==> src/rtl/mul16_seq.sv <==
// mul16_seq: sequential 16x16 shift-add multiplier producing the low 16 bits
// of the product (identical for signed and unsigned operands). All additions
// go through the 16-bit ripple adder adder16, so carries out of bit 15 are lost
// and the product wraps mod 2^16.
//
// Optional feature: define MUL16_EARLY_EXIT_EN to finish the run as soon as no
// set multiplier bits remain. Without it every operation takes 16 RUN cycles.

// 16-bit ripple-carry adder with no carry-in and no carry-out.
module adder16 (
    input  logic [15:0] a,
    input  logic [15:0] b,
    output logic [15:0] sum
);

    logic [15:0] carry_s;

    assign carry_s[0] = 1'b0;

    for (genvar i = 0; i < 16; i++) begin : g_sum
        assign sum[i] = a[i] ^ b[i] ^ carry_s[i];
    end

    // The carry out of bit 15 would have nowhere to go, so the chain stops at bit 14.
    for (genvar i = 0; i < 15; i++) begin : g_carry
        assign carry_s[i+1] = (a[i] & b[i]) | (a[i] & carry_s[i]) | (b[i] & carry_s[i]);
    end

endmodule

module mul16_seq (
    input  logic        clk,
    input  logic        reset,
    input  logic        start,
    input  logic [15:0] in1,
    input  logic [15:0] in2,
    output logic        busy,
    output logic        done,
    output logic [15:0] out
);

    typedef enum logic [1:0] {
        IDLE = 2'd0,
        RUN  = 2'd1,
        DONE = 2'd2
    } state_t;

    state_t      state_r;
    state_t      state_next_s;

    logic [15:0] mcand_r;
    logic [15:0] mplier_r;
    logic [15:0] acc_r;
    logic [3:0]  count_r;
    logic [15:0] result_r;
    logic        busy_r;
    logic        done_r;

    logic [15:0] sum_s;
    logic [15:0] acc_next_s;
    logic        accept_s;
    logic        last_iter_s;

    // The only adder in the block: running partial product plus shifted multiplicand.
    adder16 u_adder16 (
        .a   (acc_r),
        .b   (mcand_r),
        .sum (sum_s)
    );

    assign acc_next_s = mplier_r[0] ? sum_s : acc_r;

    // A start is honoured only when no operation is in flight (IDLE or DONE).
    assign accept_s = start & ~busy_r;

`ifdef MUL16_EARLY_EXIT_EN
    // Stop once the bits still to be consumed after this step are all zero.
    assign last_iter_s = (count_r == 4'd15) || (mplier_r[15:1] == 15'd0);
`else
    assign last_iter_s = (count_r == 4'd15);
`endif

    // Next-state logic for the IDLE/RUN/DONE controller.
    always_comb begin
        state_next_s = state_r;
        case (state_r)
            IDLE: begin
                if (start) begin
                    state_next_s = RUN;
                end else begin
                    state_next_s = IDLE;
                end
            end
            RUN: begin
                if (last_iter_s) begin
                    state_next_s = DONE;
                end else begin
                    state_next_s = RUN;
                end
            end
            DONE: begin
                if (start) begin
                    state_next_s = RUN;
                end else begin
                    state_next_s = IDLE;
                end
            end
            default: begin
                state_next_s = IDLE;
            end
        endcase
    end

    // State register plus busy/done flags registered from the next state.
    always_ff @(posedge clk or posedge reset) begin
        if (reset) begin
            state_r <= IDLE;
            busy_r  <= 1'b0;
            done_r  <= 1'b0;
        end else begin
            state_r <= state_next_s;
            busy_r  <= (state_next_s == RUN);
            done_r  <= (state_next_s == DONE);
        end
    end

    // Operand capture, shift-add iteration and result latch on the final step.
    always_ff @(posedge clk or posedge reset) begin
        if (reset) begin
            mcand_r  <= 16'h0000;
            mplier_r <= 16'h0000;
            acc_r    <= 16'h0000;
            count_r  <= 4'd0;
            result_r <= 16'h0000;
        end else if (accept_s) begin
            mcand_r  <= in1;
            mplier_r <= in2;
            acc_r    <= 16'h0000;
            count_r  <= 4'd0;
        end else if (state_r == RUN) begin
            acc_r    <= acc_next_s;
            mcand_r  <= {mcand_r[14:0], 1'b0};
            mplier_r <= {1'b0, mplier_r[15:1]};
            count_r  <= count_r + 4'd1;
            if (last_iter_s) begin
                result_r <= acc_next_s;
            end
        end
    end

    // Outputs come straight from flops; the partial product never leaves the block.
    assign busy = busy_r;
    assign done = done_r;
    assign out  = result_r;

endmodule

==> config.mk <==
export PLATFORM = sky130hd
export DESIGN_NAME = mul16_seq
export DESIGN_NICKNAME = d
export VERILOG_FILES = /design/src/rtl/mul16_seq.sv
export SDC_FILE = /design/constraint.sdc
export NUM_CORES = 1
export LEC_CHECK = 0
export BUFFER_PORTS_ARGS = -buffer_cell sky130_fd_sc_hd__buf_2
export CAP_MARGIN = 40
export CORE_MARGIN = 2
export CORE_UTILIZATION = 48
export DETAILED_ROUTE_END_ITERATION = 6
export HOLD_SLACK_MARGIN = 0.08
export PLACE_DENSITY = 0.66
export SLEW_MARGIN = 20
export SYNTH_ARGS = -nofsm -noshare
export SYNTH_HDL_FRONTEND = slang
export SYNTH_HIERARCHICAL = 1
export SYNTH_SLANG_ARGS = --single-unit
==> constraint.sdc <==
create_clock -name clk -period 11.4 [get_ports clk]
set_input_delay 0.57 -clock clk [delete_from_list [all_inputs] [get_ports clk]]
set_output_delay 0.57 -clock clk [all_outputs]
set_load 0.02 [all_outputs]
# Yosys cells after proc, flatten, opt, wreduce, memory -nomap -nowiden
# Cells that the tools add are included.
# word_totals
ff_bits,72
word_cells,135
output_inout_bits,18
# classes
n_bitwise,105
n_reduce_logical,4
eq_ne,5
add_sub_neg,1
mux,12
# op_table
cell,count
$mux 16,7
$and 1x1->1,44
$xor 1x1->1,31
$or 1x1->1,28
$mux 4,2
$add 4x1->4 const B,1
$eq 2x1->1 const B,2
$eq 2x2->1 const B,2
$eq 4x4->1 const B,1
$pmux 2 s2,1
$reduce_and 3->1,1
$logic_not 2->1,1
$mux 2,1
$not 1->1,2
$reduce_bool 2->1,1
$reduce_or 2->1,1
$mux 1,1

# Logic depth before layout (Yosys ltp)
# Gate-level depths: netlist of the first run.
# depth
depth_word,47
depth_mapped,18

# Cells and area by module
# The synthesis of the first run kept the hierarchy.
# modules_own_cells
module,area_each_um2,cells_each,instances,seq_area_each_um2
mul16_seq,3228.1,327,1,1801.7
adder16,316.6,16,1,0.0

# Least setup slack after synthesis of the first run
# No wires, ideal clock.
# synth_timing
path_kind,reg2reg
start,register acc_r[0]
end,register result_r[15] (netlist: out[15])
t_required_ns,11.275
setup_ns,0.125
path_stages_with_launch,19
arrival_ns,6.568
path_buffers,0
period_less_slack_ns,6.693
setup_slack_ns,4.707
path_cell_list,dfrtp_1 ha_1 fa_1 fa_1 fa_1 fa_1 fa_1 fa_1 fa_1 fa_1 fa_1 fa_1 fa_1 fa_1 fa_1 fa_1 xor3_1 mux2_2 mux2_2
# synth_between
elab_chain_cells,45
word_cells_on_any_way,59
cone_classes,1 x mux; 58 x bitwise
# synth_rtl
element,line,source
from (decl),53,logic [15:0] acc_r;
from (signal assigned),141,acc_r <= acc_next_s;
$and 1x1->1 (*),26,assign carry_s[i+1] = (a[i] & b[i]) | (a[i] & carry_s[i]) | (b[i] & carry_s[i]);
$and 1x1->1,26,
$or 1x1->1,26,
$or 1x1->1 (*),26,
$and 1x1->1,26,
$or 1x1->1,26,
$or 1x1->1 (*),26,
$and 1x1->1,26,
(+30 left out),n/a,
$or 1x1->1,26,
$or 1x1->1 (*),26,
$and 1x1->1,26,
$or 1x1->1,26,
$or 1x1->1 (*),26,
$xor 1x1->1 (*),21,assign sum[i] = a[i] ^ b[i] ^ carry_s[i];
named net sum_s[15],59,logic [15:0] sum_s;
$mux 16 (*),71,assign acc_next_s = mplier_r[0] ? sum_s : acc_r;
to (signal assigned),146,result_r <= acc_next_s;
to (decl),55,logic [15:0] result_r;
# Mark *: on every way through the listed nets, which the timed path passes. The rest lies on a longest branch.
# A chain may end at the register's enable or synchronous reset.

# Final worst setup path of the first run
# Same ends and word-level chain as after synthesis.

==> metrics.txt, run 1 <==
Power Density=between 200 and 300 nW/µm²; RSZ-0062 raised after global routing=no; hold-fix buffers at CTS=0; leak pwr=1.983 nW; CP Launch Type=flop; total gr overflow=0; final setup vio count=0; DP Area=3925 µm²; Clk Latency, worst-skew pair=0.34 ns; ratio of cells with drive above 1 in the final layout=0.2799; RD Place Congestion=0.7466; Worst slew margin=0.4707; # Post-CTS Setup Buffers=0; Clock transition at path regs=0.07 ns; total CTS buffers=9; Detailed Place HPWL=4.694 mm; Antenna Violating Nets Remaining=0; EDFF count, synth=0; post-layout util=0.5699; async set or reset register ratio after synthesis=1.000; Final Hold Vio Count=0; Multi-input gate area=between 1500 and 2000 µm²; period utilisation layout=0.6090; Core ar.=7214 µm²; Mapped Nets=394; WS Path Type=reg -> reg; Max clock buf depth=2; die width=around 90 µm; worst slew pin tran=0.7940 ns; initial antenna violation count=0; Storage cell area=1802 µm²; wirelength, routed=~7.1 mm; vias=~2.5k; Fill cells=644; Synth Cell Area=around 3500 µm²; CP max stage cell=fa_1; Area Growth Syn to Fin=15.99%; Yosys top cell by area=dfrtp_1; CP required=11.63 ns; minimum clock period=6.943 ns; count leader, synth=nand2_1; list of most frequent post-synthesis cells=95 x nand2_1, 72 x dfrtp_1, 35 x nor2_1, 30 x a31oi_1, 22 x mux2_2; # IOs=53; Worst Hold Class=in -> async; Max Freq=144.0 MHz; max_cap viols=0; DRC=0; top cells by area, synth=dfrtp_1 51%, nand2_1 10%, fa_1 7.9%, mux2_2 7.0%, a31oi_1 5.3%; Yosys cell types=26; CP most frequent cell=fa_1; vias in the first global route=approximately 2.7k; R2R depth=18; Final WS setup=4.457 ns; Crit. path cell count=18; critical path cell sequence=ha_1 -> fa_1 -> fa_1 -> fa_1 -> fa_1 -> fa_1 -> fa_1 -> fa_1 -> fa_1 -> fa_1 -> fa_1 -> fa_1 -> fa_1 -> fa_1 -> fa_1 -> xor3_1 -> mux2_2 -> mux2_2; Synth top area share=0.5083; CP Max Fanout=3; H-tree depth=3; post-CTS resize count=0; largest net degree at the start of global routing=57; DR WL/cell=~14 µm; die area=just over 8000 µm²; Final nets=440; synthesis-stage register bit count=72; setup TNS=0 ns; crit path from=acc_r[0]; maximum VDD drop=131.2 µV; final slew viol count=0; Crit. End Element=flop; Setup Skew=approximately 0.0075 ns; Reg-to-Reg Start=acc_r[0]; Pre-antenna DRT Iters=4; Die Ht=89.94 µm; sequential element share of the synthesized area=0.5083; Core Rows=31; Design Area, Final=4111 µm²; delay-heaviest family, CP=adder cells; gr usage total=0.1952; first-pass GRT wire length=12.77 mm; DR vias/cell=5.152; CTS Root Cell=clkbuf_8; CP peak stage delay=~0.43 ns; Ys Warns=6; Mean Syn Cell Area=10.33 µm²; total clock sinks=72; Place WS=4.480 ns; Bufs and invs on worst path=0; worst hold margin=0.2241 ns; IO Port Bufs=52; cell count after synthesis=343; # diodes=0; crit path DAT=7.17 ns; status=complete, no violations; Synth Flop Type=dfrtp_1; Initial Utilization=0.4913; CTS tree=built; initial DRC count=138
path summary, 6_finish.rpt:
path | slack (ns) | end
worst max-delay path | 4.46 | out[15]
worst min-delay path | 0.22 | mplier_r[6]
worst max register to register | 4.46 | out[15]
worst min register to register | 0.51 | mplier_r[15]
max in group asynchronous | 10.63 | mcand_r[12]
min in group clk | 0.47 | mplier_r[15]
state kept, by name, indices dropped and copies added, names as in the netlist:
signal,flops
mplier_r,16
done,1
state_r,2
count_r,4
busy,1
mcand_r,16
acc_r,16
out,16
logic make-up (layout without fill, tap and decap cells):
kind of cell | after synthesis | in the layout | share of synthesized area
compound gates | 53 | 53 | 0.08754
xor+xnor | 3 | 3 | 0.01165
fa+ha+maj | 16 | 16 | 0.08613
buf+inv | 26 | 76 | 0.03354
flops | 72 | 72 | 0.5083
mux | 32 | 32 | 0.1122
simple gates | 141 | 141 | 0.1606
per-stage QoR:
stage	total power, mW	instances
after floorplan	0.8598	343
after global placement	0.9700	474
after detailed placement	0.9914	477
after CTS	1.195	492
after global routing	1.288	492
final	1.184	492
cell usage in the layout, fill, tap and decap left out, types with 2 or more instances in the layout:
cell and n:
nand2_1 95, dfrtp_1 72, buf_2 52, nor2_1 35, a31oi_1 30, mux2_2 22
a21oi_1 18, fa_1 14, mux2_4 10, clkbuf_8 10, buf_4 4, o21ai_0 3
clkinv_2 3, nand3_1 2, nor2b_2 2, nand3b_1 2, a22o_1 2, ha_1 2
buf_16 2
power by group:
part	switching, mW	internal [mW]
clock network	0.0925	0.105
logic	0.265	0.254
registers	0.0999	0.367
worst min-delay path: cells and delay by family:
family,cells,cell delay [ns]
buf+inv,3,0.37
layer usage:
metal | vias up | wire (µm) | part of all wire | track usage
met4 | 0 | 120 | 0.017 | 0.07308
met5 | - | 0 | 0 | 0
met1 | 1245 | 3555 | 0.50 | 0.2752
li1 | 1242 | - | - | -
met2 | 38 | 3201 | 0.45 | 0.3030
met3 | 10 | 218 | 0.031 | 0.03856
layout make-up:
type                            instances  share of cell area
Tap cell                               99             0.03013
Inverter                                2            0.001826
Clock inverter                          4             0.01096
Timing Repair Buffer                   59             0.08764
Multi-Input combinational cell        245              0.3968
Clock buffer                           11             0.03439
Sequential cell                        72              0.4382
No activity file was read; power rests on OpenSTA's default activity.
==> inputs of run 2 (changes only) <==
--- a/config.mk
+++ b/config.mk
@@ -5,13 +5,14 @@
 export SDC_FILE = /design/constraint.sdc
 export NUM_CORES = 1
 export LEC_CHECK = 0
+export ABC_AREA = 1
 export BUFFER_PORTS_ARGS = -buffer_cell sky130_fd_sc_hd__buf_2
 export CAP_MARGIN = 40
 export CORE_MARGIN = 2
 export CORE_UTILIZATION = 48
 export DETAILED_ROUTE_END_ITERATION = 6
 export HOLD_SLACK_MARGIN = 0.08
-export PLACE_DENSITY = 0.66
+export PLACE_DENSITY = 0.69
 export SLEW_MARGIN = 20
 export SYNTH_ARGS = -nofsm -noshare
 export SYNTH_HDL_FRONTEND = slang
==> constraint.sdc (replaced) <==
create_clock -name clk -period 5.7 [get_ports clk]
set_input_delay 0.285 -clock clk [delete_from_list [all_inputs] [get_ports clk]]
set_output_delay 0.285 -clock clk [all_outputs]
set_load 0.02 [all_outputs]
==> run 2 against run 1 <==
Against the previous run: the run now ends with setup timing left; flip-flop and latch count did not move; utilization up 1.3 points; first-iteration DRC count grew 2.9%; maximum frequency increased by 14%; worst setup slack lost 4.8 ns; critical path depth is 1 higher; global-route usage grew 1.5 points; register-to-register slack lost 4.8 ns; clock power rose by 100%; clock skew rose by 0.00052 ns; clock-buffer cell count down 1; highest routed layer unchanged.
==> metrics.txt, run 2 <==
minimum clock period=6.067 ns (was 6.943 ns); max_cap viols=0 (unchanged); DR vias/cell=4.941 (was 5.152); GRT busiest layer=met2 (unchanged); Area Growth Syn to Fin=18.84% (was 15.99%); final setup vio count=6 (was 0); Design Area, Final=4159 µm² (was 4111 µm²); CP most frequent cell=fa_2 (was fa_1); first-pass GRT wire length=12.69 mm (was 12.77 mm); Worst slew margin=0.4495 (was 0.4707); vias in the first global route=2,791 (was 2,651); Clk Latency, worst-skew pair=0.35 ns (was 0.34 ns); Reg-to-Reg Start=acc_r[0] (unchanged); synthesis-stage register bit count=72 (unchanged); Core Rows=31 (unchanged); Power Density=502.7 nW/µm² (was 287.9 nW/µm²); Synth top area share=0.5148 (was 0.5083); GRT met3 Usage=0.05263 (was 0.03856); # diodes=0 (unchanged); # placed instances=542 (was 477); Hold Path Origin=in2[15]; Yosys cell types=19 (was 26); met1 usage in global routing=0.2626 (was 0.2752); RD Place Congestion=0.7715 (was 0.7466); Storage cell area=1802 µm² (unchanged); Ys Warns=6 (unchanged); Mapped Nets=456 (was 394); largest net degree at the start of global routing=51 (was 57); total gr overflow=0 (unchanged); sequential element share of the synthesized area=0.5148 (was 0.5083); DP Area=3880 µm² (was 3925 µm²); Final Hold Vio Count=0 (unchanged); status=finished with violations (was complete, no violations); Final WS setup=-0.3675 ns (was 4.457 ns); Mean Syn Cell Area=8.641 µm² (was 10.33 µm²); total CTS buffers=9 (unchanged); Multi-input gate area=1530 µm² (was 1632 µm²); vias=2,782 (was 2,535); cell count after synthesis=405 (was 343); # IOs=53 (unchanged); CTS Root Cell=clkbuf_8 (unchanged); EDFF count, synth=0 (unchanged); worst hold margin=0.1362 ns (was 0.2241 ns); Critical R2R Capture=out[14] (was out[15]); Crit. End Element=flop (unchanged); Power Total=2.091 mW (was 1.184 mW); violated checks=setup timing; H-tree depth=3 (unchanged); Worst Hold Class=in -> reg (was in -> async); Setup Skew=0.008057 ns (was 0.007534 ns); initial DRC count=142 (was 138); Initial Utilization=0.4904 (was 0.4913); die area=7990 µm² (was 8088 µm²); hold-critical path endpoint=mplier_r[15]; R2R depth=19 (was 18); critical path cell sequence=ha_2 -> fa_2 -> fa_2 -> fa_2 -> fa_2 -> fa_2 -> fa_2 -> fa_2 -> fa_2 -> fa_2 -> fa_2 -> fa_2 -> fa_2 -> fa_2 -> fa_2 -> nand2_2 -> o21ai_2 -> nand3_1 -> nand2_1 (was ha_1 -> fa_1 -> fa_1 -> fa_1 -> fa_1 -> fa_1 -> fa_1 -> fa_1 -> fa_1 -> fa_1 -> fa_1 -> fa_1 -> fa_1 -> fa_1 -> fa_1 -> xor3_1 -> mux2_2 -> mux2_2); top cells by area, synth=dfrtp_1 51%, nand2_1 18%, fa_1 8.0%, nand3_1 7.4%, o21ai_0 4.7% (was dfrtp_1 51%, nand2_1 10%, fa_1 7.9%, mux2_2 7.0%, a31oi_1 5.3%); Synth Cell Area=3500 µm² (was 3545 µm²); initial antenna violation count=0 (unchanged); Detailed Place HPWL=4.952 mm (was 4.694 mm); Pre-antenna DRT Iters=4 (unchanged); Core ar.=7137 µm² (was 7214 µm²); wirelength, routed=7.384 mm (was 7.096 mm); maximum VDD drop=218.3 µV (was 131.2 µV); Clock transition at path regs=0.08 ns (was 0.07 ns); async set or reset register ratio after synthesis=1.000 (unchanged); crit path DAT=6.35 ns (was 7.17 ns); commonest cells after routing, fill and taps aside=169 x nand2_1, 72 x dfrtp_1, 52 x buf_2, 51 x nand3_1, 29 x o21ai_0 (was 95 x nand2_1, 72 x dfrtp_1, 52 x buf_2, 35 x nor2_1, 30 x a31oi_1); Bufs and invs on worst path=0 (unchanged); CP Launch Type=flop (unchanged); Non-Filler Instances=563 (was 492); Die Ht=89.39 µm (was 89.94 µm); CP max stage cell=fa_2 (was fa_1); Yosys top cell by area=dfrtp_1 (unchanged); commonest non-fill, non-tap cell in the layout=nand2_1 (unchanged); CP Max Fanout=2 (was 3); CP required=5.98 ns (was 11.63 ns); RSZ-0062 raised after global routing=yes (was no); DRC=0 (unchanged); period utilisation layout=1.064 (was 0.6090); leak pwr=2.124 nW (was 1.983 nW); Final nets=510 (was 440); WHS Path Cells=3; gr usage total=0.2098 (was 0.1952); ratio of cells with drive above 1 in the final layout=0.2284 (was 0.2799); Fill cells=686 (was 644); CP peak stage delay=0.53 ns (was 0.43 ns); reg2reg setup slack=-0.37 ns (was 4.46 ns); total clock sinks=72 (unchanged); DR WL/cell=13.12 µm (was 14.42 µm); GR Layer Usage met2=0.3609 (was 0.3030); delay-heaviest family, CP=adder cells (unchanged); Place WS=-0.4055 ns (was 4.480 ns); WS Path Type=reg -> reg (unchanged); CTS tree=built (unchanged); Antenna Violating Nets Remaining=0 (unchanged); count leader, synth=nand2_1 (unchanged); die width=89.39 µm (was 89.94 µm); Synth Flop Type=dfrtp_1 (unchanged); Max Freq=164.8 MHz (was 144.0 MHz); Max clock buf depth=2 (unchanged); worst slew pin tran=0.8238 ns (was 0.7940 ns); list of most frequent post-synthesis cells=170 x nand2_1, 72 x dfrtp_1, 52 x nand3_1, 33 x o21ai_0, 26 x inv_1 (was 95 x nand2_1, 72 x dfrtp_1, 35 x nor2_1, 30 x a31oi_1, 22 x mux2_2); final slew viol count=0 (unchanged); IO Port Bufs=52 (unchanged)
==> run 2: cell types whose count changed after synthesis, sizes merged, moves of 3 or more <==
cell,change
nand2,+79
nand3,+50
mux2,-32
a31oi,-30
o21ai,+30
nor2,-28
inv,+25
a21oi,-16
clkbuf,-8
buf,+3
==> run 2: area by class of cell <==
class | count | area share
Multi-Input combinational cell | 287 | 0.3679
Clock buffer | 10 | 0.03309
Inverter | 27 | 0.02437
Sequential cell | 72 | 0.4332
Clock inverter | 6 | 0.01414
Timing Repair Buffer | 62 | 0.09747
Tap cell | 99 | 0.02978
==> run 2: worst max-delay path by stage <==
stage	startpoint	endpoint	cells past startpoint
after global placement	acc_r[0]	out[15]	22
after global routing	acc_r[0]	out[14]	19
final	acc_r[0]	out[14]	19
after CTS	acc_r[0]	out[14]	19
after floorplan	mcand_r[0]	out[14]	19
after detailed placement	acc_r[0]	out[14]	19
==> run 2: logic make-up after synthesis <==
group	after synthesis	synth area share
compound gates	38	0.05577
fa+ha+maj	16	0.08724
buf+inv	46	0.06292
flops	72	0.5148
simple gates	233	0.2792
==> run 2: metal layers <==
metal,wire length [µm],vias up,part of all wire
met1,3388,1331,0.46
met3,322,7,0.044
met2,3593,60,0.49
met5,0,-,0
met4,79,0,0.011
li1,-,1384,-
==> run 2: worst register-to-register path, cell delays in order (launching register included) <==
cell and delay, ns:
dfrtp_1 0.39, ha_2 0.19, fa_2 0.34, fa_2 0.36, fa_2 0.35, fa_2 0.36, fa_2 0.36, fa_2 0.36
fa_2 0.36, fa_2 0.35, fa_2 0.35, fa_2 0.35, fa_2 0.35, fa_2 0.35, fa_2 0.34, fa_2 0.53
nand2_2 0.06, o21ai_2 0.07, nand3_1 0.09, nand2_1 0.10
==> run 2: power by group <==
group	leakage, nW	internal (mW)	switching [mW]
sequential	0.942	0.702	0.150
combinational	1.08	0.314	0.524
clock	0.106	0.212	0.189
total	2.12	1.23	0.863
==> run 2: timing repair <==
item | CTS | global route
pin swaps | 4 | 2
endpoints found under the setup margin | 6 | 6
resized for setup | 2 | 3
buffers inserted | 1 | 1
hold buffers | 1 | 0
endpoints found under the hold margin | 22 | 0
==> run 2: per-stage QoR <==
stage	setup TNS [ns]	utilization
after floorplan	-0.3215	-
after global placement	-1.164	0.5359
after detailed placement	-1.481	0.5437
after CTS	-1.572	0.5745
after global routing	-2.265	0.5827
final	-1.383	0.5827
==> inputs of run 3 (changes only) <==
--- a/config.mk
+++ b/config.mk
@@ -8,7 +8,6 @@
 export ABC_AREA = 1
 export BUFFER_PORTS_ARGS = -buffer_cell sky130_fd_sc_hd__buf_2
 export CAP_MARGIN = 40
-export CORE_MARGIN = 2
 export CORE_UTILIZATION = 48
 export DETAILED_ROUTE_END_ITERATION = 6
 export HOLD_SLACK_MARGIN = 0.08
==> run 3 against run 2 <==
Against the previous run: the run still ends with setup timing left; critical path depth is the same; largest power group unchanged; register-to-register slack hardly changed; maximum frequency up 0.14%; routed wire length is essentially flat; die area shrank 4.4%; final cell count shrank 1.2%; clock power decreased by 15%; non-clock buffer count fell by 2.
==> metrics.txt, run 3 (synthesis results as in run 2) <==
status=finished with violations (unchanged); violated checks=setup timing (unchanged); largest net degree at the start of global routing=38 (was 51); RSZ-0062 raised after global routing=yes (unchanged); CP required=5.98 ns (about the same); Hold Path Origin=in2[15] (unchanged); Core Rows=30 (was 31); minimum clock period=6.059 ns (was 6.067 ns); wirelength, routed=7.389 mm (was 7.384 mm); Antenna Violating Nets Remaining=0 (unchanged); commonest non-fill, non-tap cell in the layout=nand2_1 (unchanged); CP max stage cell=fa_2 (unchanged); Seq pwr share=0.424 (was 0.407); Power Density=495.5 nW/µm² (was 502.7 nW/µm²); period utilisation layout=1.063 (was 1.064); Final nets=508 (was 510); # diodes=0 (unchanged); Final WS setup=-0.3590 ns (was -0.3675 ns); H-tree depth=3 (unchanged); maximum VDD drop=207.2 µV (was 218.3 µV); max_cap viols=0 (unchanged); # IOs=53 (unchanged); CTS Root Cell=clkbuf_8 (unchanged); crit path from=acc_r[0] (unchanged); CP Launch Type=flop (unchanged); Place WS=-0.3342 ns (was -0.4055 ns); Max Freq=165.0 MHz (was 164.8 MHz); initial antenna violation count=0 (unchanged); CTS tree=built (unchanged); DRC=0 (unchanged); Clk Latency, worst-skew pair=0.35 ns (about the same); DR WL/cell=13.29 µm (was 13.12 µm); Final Hold Vio Count=0 (unchanged); crit path DAT=6.34 ns (was 6.35 ns); vias in the first global route=2,678 (was 2,791); die width=87.39 µm (was 89.39 µm); Initial Utilization=0.5067 (was 0.4904); total clock sinks=72 (unchanged); total gr overflow=0 (unchanged); commonest cells after routing, fill and taps aside=169 x nand2_1, 72 x dfrtp_1, 52 x buf_2, 51 x nand3_1, 27 x o21ai_0 (was 169 x nand2_1, 72 x dfrtp_1, 52 x buf_2, 51 x nand3_1, 29 x o21ai_0); final slew viol count=0 (unchanged); Max clock buf depth=2 (unchanged); Setup Skew=0.007665 ns (was 0.008057 ns); Detailed Place HPWL=5.040 mm (was 4.952 mm); Worst slew margin=0.4629 (was 0.4495); worst slew pin tran=0.8036 ns (was 0.8238 ns); Die Ht=87.39 µm (was 89.39 µm); combinational share of power=0.407 (was 0.401); Net Sw Frac=0.4192 (was 0.4129); Psw=0.8454 mW (was 0.8633 mW); die area=7636 µm² (was 7990 µm²); Fill cells=672 (was 686); CP most frequent cell=fa_2 (unchanged); first-pass GRT wire length=12.55 mm (was 12.69 mm); Clock transition at path regs=0.07 ns (was 0.08 ns); CP peak stage delay=0.53 ns (about the same); critical path cell sequence=ha_2 -> fa_2 -> fa_2 -> fa_2 -> fa_2 -> fa_2 -> fa_2 -> fa_2 -> fa_2 -> fa_2 -> fa_2 -> fa_2 -> fa_2 -> fa_2 -> fa_2 -> nand2_2 -> o21ai_2 -> nand3_1 -> nand2_1 (unchanged); total CTS buffers=9 (unchanged); Core ar.=6907 µm² (was 7137 µm²); RD Place Congestion=0.8129 (was 0.7715); worst hold margin=0.1425 ns (was 0.1362 ns); Crit. End Element=flop (unchanged); Reg-to-Reg Start=acc_r[0] (unchanged); Area Growth Syn to Fin=16.30% (was 18.84%); Pre-antenna DRT Iters=4 (unchanged); CP Max Fanout=2 (unchanged); DR vias/cell=5.023 (was 4.941); gr usage total=0.2185 (was 0.2098); final setup vio count=6 (unchanged); initial DRC count=163 (was 142); Worst Hold Class=in -> reg (unchanged); vias=2,793 (was 2,782); IO Port Bufs=52 (unchanged); P_int=1.171 mW (was 1.227 mW); leak pwr=2.077 nW (was 2.124 nW); clock network fraction of total power=0.169 (was 0.192); WS Path Type=reg -> reg (unchanged); ratio of cells with drive above 1 in the final layout=0.2152 (was 0.2284)
run 3: power groups by stage:
stage	combinational [mW]	clock [mW]	sequential, mW
after CTS	0.829	0.348	0.856
after detailed placement	0.820	0	0.863
after floorplan	0.561	0	0.890
after global placement	0.735	0	0.874
final	0.820	0.341	0.856
after global routing	0.940	0.372	0.884
run 3: critical path, delay by kind of cell (launching register included):
family	cells	cell delay (ns)
AOI/OAI and AO/OA	1	0.07
adders and majority gates	15	5.28
DFF	1	0.39
and+or+nand+nor	3	0.25
run 3: layout make-up:
class / instances / area (µm²) / area share
clock buffer: 13 / 148.9 / 0.03658
clock inverter: 1 / 5.005 / 0.001230
inverter: 27 / 101.3 / 0.02490
multi-input combinational: 287 / 1530 / 0.3760
sequential: 72 / 1802 / 0.4427
tap: 96 / 120.1 / 0.02951
timing repair buffer: 60 / 362.8 / 0.08915
run 3: through the flow:
step | instances | setup TNS, ns | util | area [µm²] | power (mW)
after floorplan | 405 | -0.3215 | - | 3537 | 1.451
after global placement | 537 | -1.170 | 0.5533 | 3821 | 1.610
after detailed placement | 540 | -1.223 | 0.5623 | 3884 | 1.683
after CTS | 556 | -1.246 | 0.5888 | 4066 | 2.034
after global routing | 556 | -2.126 | 0.5893 | 4070 | 2.196
final | 556 | -1.345 | 0.5893 | 4070 | 2.017
run 3: worst paths after layout:
kind                       cells after the start      endpoint  slack, ns
max                                           19       out[14]      -0.36
min                                            3  mplier_r[15]       0.14
max reg2reg                                   19       out[14]      -0.36
min reg2reg                                    2        out[0]       0.46
max in group asynchronous                      5       out[14]       4.56
min in group asynchronous                      4        out[3]       0.59
run 3: metal layers:
| metal | global-route usage | vias up | wire (µm) |
|---|---|---|---|
| met1 | 0.2973 | 1343 | 3510 |
| met3 | 0.04739 | 9 | 319 |
| li1 | - | 1377 | - |
| met4 | 0.08495 | 0 | 101 |
| met5 | 0 | - | 0 |
| met2 | 0.3430 | 64 | 3459 |
run 3: what timing repair did:
| item | in CTS | in global routing |
|---|---|---|
| hold buffers | 1 | 0 |
| gates resized for setup | 5 | 2 |
| hold endpoints to repair | 35 | 0 |
| pin swaps | 2 | 0 |
| buffers inserted | 1 | 0 |
| setup endpoints to repair | 6 | 6 |
